==> config.mk <==
export PLATFORM = sky130hd
export DESIGN_NAME = parity_frame_ctrl
export DESIGN_NICKNAME = d
export VERILOG_FILES = /design/src/rtl/parity_pkg.sv /design/src/rtl/parity_tracker.sv /design/src/rtl/parity_frame_ctrl.sv
export SDC_FILE = /design/constraint.sdc
export NUM_CORES = 1
export LEC_CHECK = 0
export CAP_MARGIN = 20
export CORE_MARGIN = 2
export CORE_UTILIZATION = 30
export DETAILED_ROUTE_END_ITERATION = 16
export MAX_ROUTING_LAYER = met4
export PLACE_DENSITY = 0.63
export SYNTH_ARGS = -nofsm -noshare
export SYNTH_HDL_FRONTEND = slang
export SYNTH_SLANG_ARGS = --single-unit
==> constraint.sdc <==
create_clock -name clk -period 4.64 [get_ports clk]
set_clock_uncertainty 0.2 [all_clocks]
set_input_delay 0.928 -clock clk [delete_from_list [all_inputs] [get_ports clk]]
set_output_delay 0.928 -clock clk [all_outputs]
set_load 0.1 [all_outputs]
==> src/rtl/parity_pkg.sv <==
// Shared types for the parity frame controller: FSM encoding, tracker encoding, result record.
// Pure declarations, no logic.
package parity_pkg;

  typedef enum logic [1:0] {
    IDLE  = 2'd0,
    SHIFT = 2'd1,
    DONE  = 2'd2
  } state_e;

  localparam logic EVEN = 1'b0;
  localparam logic ODD  = 1'b1;

  typedef struct packed {
    logic par;
    logic err;
  } result_t;

endpackage

==> src/rtl/parity_tracker.sv <==
// Serial parity accumulator: one bit folded in per enabled cycle, clear wins over enable.
// Result visible the cycle after the bit is presented; never stalls.
module parity_tracker
  import parity_pkg::*;
(
  input  logic clk,
  input  logic rst,
  input  logic clr,
  input  logic en,
  input  logic bit_in,
  output logic par
);

  logic par_q;
  logic par_d;

  always_comb begin
    par_d = par_q;
    if (clr) begin
      par_d = EVEN;
    end else if (en) begin
      par_d = par_q ^ bit_in;
    end
  end

  always_ff @(posedge clk) begin
    if (rst) begin
      par_q <= EVEN;
    end else begin
      par_q <= par_d;
    end
  end

  assign par = par_q;

endmodule

==> src/rtl/parity_frame_ctrl.sv <==
// Shifts one accepted word LSB-first through a parity tracker and reports parity/mismatch; DATA_W+2 cycles per frame.
// Input is taken only in IDLE; the result is held until out_ready, and flush aborts any frame in flight.
module parity_frame_ctrl
  import parity_pkg::*;
#(
  parameter int DATA_W     = 8,
  parameter bit ODD_PARITY = 1'b0,
  parameter int CNT_W      = 8
) (
  input  logic              clk,
  input  logic              rst,
  input  logic              flush,
  input  logic              in_valid,
  output logic              in_ready,
  input  logic [DATA_W-1:0] in_data,
  input  logic              in_par,
  output logic              out_valid,
  input  logic              out_ready,
  output logic              out_par,
  output logic              out_err,
  output logic              busy,
  output logic [CNT_W-1:0]  err_cnt
);

  localparam int                BC_W     = $clog2(DATA_W + 1);
  localparam logic [BC_W-1:0]   LAST_BIT = BC_W'(DATA_W - 1);
  localparam logic [CNT_W-1:0]  CNT_MAX  = '1;

  state_e             state_q,     state_d;
  logic [DATA_W-1:0]  sreg_q,      sreg_d;
  logic [BC_W-1:0]    bit_cnt_q,   bit_cnt_d;
  logic               exp_par_q,   exp_par_d;
  result_t            res_q,       res_d;
  logic               out_valid_q, out_valid_d;
  logic [CNT_W-1:0]   err_cnt_q,   err_cnt_d;

  logic trk_clr;
  logic trk_en;
  logic trk_par;
  logic fin_par;

  parity_tracker u_tracker (
    .clk    (clk),
    .rst    (rst),
    .clr    (trk_clr),
    .en     (trk_en),
    .bit_in (sreg_q[0]),
    .par    (trk_par)
  );

  // The last bit lands in the tracker on the same edge the result is captured,
  // so the final parity is formed from the tracker output plus the bit in flight.
  assign fin_par = (trk_par ^ sreg_q[0]) ^ ODD_PARITY;

  always_comb begin
    state_d     = state_q;
    sreg_d      = sreg_q;
    bit_cnt_d   = bit_cnt_q;
    exp_par_d   = exp_par_q;
    res_d       = res_q;
    out_valid_d = out_valid_q;
    err_cnt_d   = err_cnt_q;
    trk_clr     = 1'b0;
    trk_en      = 1'b0;

    if (flush) begin
      state_d     = IDLE;
      out_valid_d = 1'b0;
      trk_clr     = 1'b1;
    end else begin
      case (state_q)
        IDLE: begin
          if (in_valid) begin
            sreg_d    = in_data;
            exp_par_d = in_par;
            bit_cnt_d = '0;
            trk_clr   = 1'b1;
            state_d   = SHIFT;
          end
        end
        SHIFT: begin
          trk_en    = 1'b1;
          sreg_d    = sreg_q >> 1;
          bit_cnt_d = bit_cnt_q + 1'b1;
          if (bit_cnt_q == LAST_BIT) begin
            state_d     = DONE;
            out_valid_d = 1'b1;
            res_d.par   = fin_par;
            res_d.err   = fin_par ^ exp_par_q;
          end
        end
        DONE: begin
          if (out_ready) begin
            state_d     = IDLE;
            out_valid_d = 1'b0;
            if (res_q.err && (err_cnt_q != CNT_MAX)) begin
              err_cnt_d = err_cnt_q + 1'b1;
            end
          end
        end
        default: begin
          state_d     = IDLE;
          out_valid_d = 1'b0;
        end
      endcase
    end
  end

  always_ff @(posedge clk) begin
    if (rst) begin
      state_q     <= IDLE;
      sreg_q      <= '0;
      bit_cnt_q   <= '0;
      exp_par_q   <= 1'b0;
      res_q       <= '0;
      out_valid_q <= 1'b0;
      err_cnt_q   <= '0;
    end else begin
      state_q     <= state_d;
      sreg_q      <= sreg_d;
      bit_cnt_q   <= bit_cnt_d;
      exp_par_q   <= exp_par_d;
      res_q       <= res_d;
      out_valid_q <= out_valid_d;
      err_cnt_q   <= err_cnt_d;
    end
  end

  assign in_ready  = (state_q == IDLE);
  assign busy      = (state_q != IDLE);
  assign out_valid = out_valid_q;
  assign out_par   = res_q.par;
  assign out_err   = res_q.err;
  assign err_cnt   = err_cnt_q;

endmodule

==> reports/metrics.yaml <==
ys.flop_type: "dfxtp_1"
grt_pass1_vias: 1018
p_comb_share_pct: 11.1
synth_warnings: 0
min_from: "out_valid"
ir_drop_mv: 0.156
start_util_pct: 31.3
grt_usage_pct: 12.9
port_buffers: 26
synthArstFlopShare_pct: 0
ys_ff_latch: 27
cp.required_ps: 3510
syn-num-nets: 145
min_path_cells: 2
finalHoldViolations: 0
fmax_ghz: 0.306
avgSynthCellArea_um2: 9.79
drcViolationCount: 0
synthCells: 129
cts_setup_buffers: 0
switching_share_pct: 24.2
regArea_um2: 541
rr_worst_depth: 4
cp_top_family: "buffers and inverters"
placementRows: 23
r2r_end: "err_cnt[6]"
vias: 1030
drt_iter0_markers: 43
rsz0062_at_grt: "false"
clock_sinks: 27
p_sw_uw: 102
dp.cells: 198
hold_ws_ps: 297
cts_resized: 0
crit_path_cell_trace: "nor2_1, inv_1, clkdlybuf4s50_1"
gr-total-overflow: 0
gp_congestion: 0.824
power_density_nw_per_um2: 266
viasPerCell: 5.10
routedWlPerCell_um: 13.3
diodes: 0
worstMarginPinSlew_ps: 973
seqPwrFrac_pct: 57.2
r2r_slack_ps: 2780
synth.area.top_cells: "dfxtp_1 43%, mux2i_1 10%, nor2_1 5.6%"
synth_top_area_share_pct: 42.8
worstSkewPairLatency_ps: 270
worstSetupStartpointType: "flop"
cts_tree: "done"
ios: 27
path_clk_slew_ps: 90
fp.coreArea_um2: 4030
fin_nets: 169
synth_top_cell_by_area: "dfxtp_1"
yosysUniqueCellTypes: 37
cp_max_fo: 8
hold-path-endpoint: "out_valid"
yosysMostFrequentCell: "dfxtp_1"
h-tree-depth: 1
die_h_um: 68.9
yosys-top-cells-count: "27 x dfxtp_1, 19 x nor2_1, 13 x mux2i_1, 8 x a211oi_1, 6 x xor2_1"
root_buffer: "clkbuf_8"
drive_above_1_share_pct: 6.58
grt_pass1_wl_um: 4420
die-area_um2: 4740
final_max_slew_viol_count: 0
final.setup.tns_ps: 0
finalCritPeriodShare_pct: 70.5
netlist_area_um2: 1260
yosysSeqAreaShare_pct: 42.8
numCtsBuffers: 3
critPathCaptureType: "output port"
clkPwrFrac_pct: 31.7
area_delta_synth_final_pct: 26.2
arrival_ps: 2140
grt_max_degree: 28
maxCapViolCount: 0
slowest_delay_ps: 1120
ant_nets: 0
cpMaxStageDelayCell: "clkdlybuf4s50_1"
leakage_nw: 0.580
outcome: "completed"
slew_headroom_pct: 34.9
drt-total-wl_um: 2680
crit_buf_inv: 2
setup_viol: 0
fillCellCount: 406
min_period_ps: 3270
dp_hpwl_um: 1940
reg2reg_from: "state_q[1]"
layoutNonFillerInstCount: 202
first_pass_iters: 4
internal-power_uw: 321
multi_input_area_um2: 681
synth_edf_count: 0
worstSetupPathType: "reg2out"
die_w_um: 68.9
hold_class: "reg2reg"
cts_hold_buf: 0
antenna_found_initial: 0
cts_buffer_depth: 2
-- how the worst max path moves through the flow --
stage / start / to / slack, ps / cells after the start
5_1_grt: state_q[1] / busy / 1270 / 3
3_3_place_gp: flush / err_cnt[6] / 1660 / 5
2_1_floorplan: state_q[1] / busy / 840 / 3
4_1_cts: state_q[1] / busy / 1370 / 3
3_5_place_dp: flush / err_cnt[6] / 1610 / 5
6_report: state_q[1] / busy / 1370 / 3
-- power by group through the flow --
stage | registers (mW) | logic, mW | clock network (mW)
floorplan | 0.246 | 0.0307 | 0
global placement | 0.247 | 0.0457 | 0
detailed placement | 0.248 | 0.0471 | 0
CTS | 0.242 | 0.0474 | 0.140
global route | 0.243 | 0.0518 | 0.147
finish | 0.242 | 0.0470 | 0.134
-- layout by cell type (no fill, tap or decap), types with 2 or more instances in the layout --
cell              n
clkdlybuf4s50_1  26
clkbuf_8          3
and4b_1           2
a211oi_1          8
o21bai_1          2
nand2_1           4
dfxtp_1          27
a22oi_1           2
o21ai_0           3
a21oi_1           4
nor3_1            4
xnor2_1           2
mux2i_1          13
ha_1              2
nand3_1           4
or3_1             3
xor2_1            6
nor2_1           19
-- layer usage --
layer  up-vias  share of wire, %  track usage [%]  routed length, um
met5         -                 0                -                  0
li1        513                 -                -                  -
met3         3               5.4             4.06                145
met1       491                46             15.3               1240
met2        23                47             21.0               1270
met4         0              0.78             3.68                 21
-- worst min-delay path, stage by stage, from the launching register on --
cell and delay (ps):
dfxtp_1 340, nand2_1 60, a211oi_1 60
-- sequential cells by signal (all words and copies together), names as in the netlist, 2 cells and up --
| register | cells |
|---|---|
| err_cnt | 8 |
| sreg_q | 8 |
| bit_cnt_q | 4 |
| state_q | 2 |
-- logic make-up after synthesis --
family	count (synthesis)	synth area share (%)
AND/OR/NAND/NOR	47	21.3
flip-flops	27	42.8
AO/OA/AOI/OAI	24	14.8
multiplexers	13	10.3
XOR/XNOR	8	5.55
buffers and inverters	8	3.27
adder cells (fa/ha/maj)	2	1.98
-- through the flow --
stage	util, %	instance area (um^2)	total power, mW	worst slack, ps
final	39.5	1590	0.423	1370
after global placement	38.4	1550	0.293	1660
after floorplan	-	1260	0.277	843
after CTS	39.5	1590	0.430	1370
after detailed placement	38.4	1550	0.295	1610
after global routing	39.5	1590	0.442	1270
-- layout make-up --
cell class,count,area share (%)
Multi-Input combinational cell,94,42.7
Clock buffer,4,2.83
Timing Repair Buffer,26,16.3
Tap cell,50,3.93
Sequential cell,27,33.9
Inverter,1,0.236
Note: power is estimated with default switching activity, not from simulation.
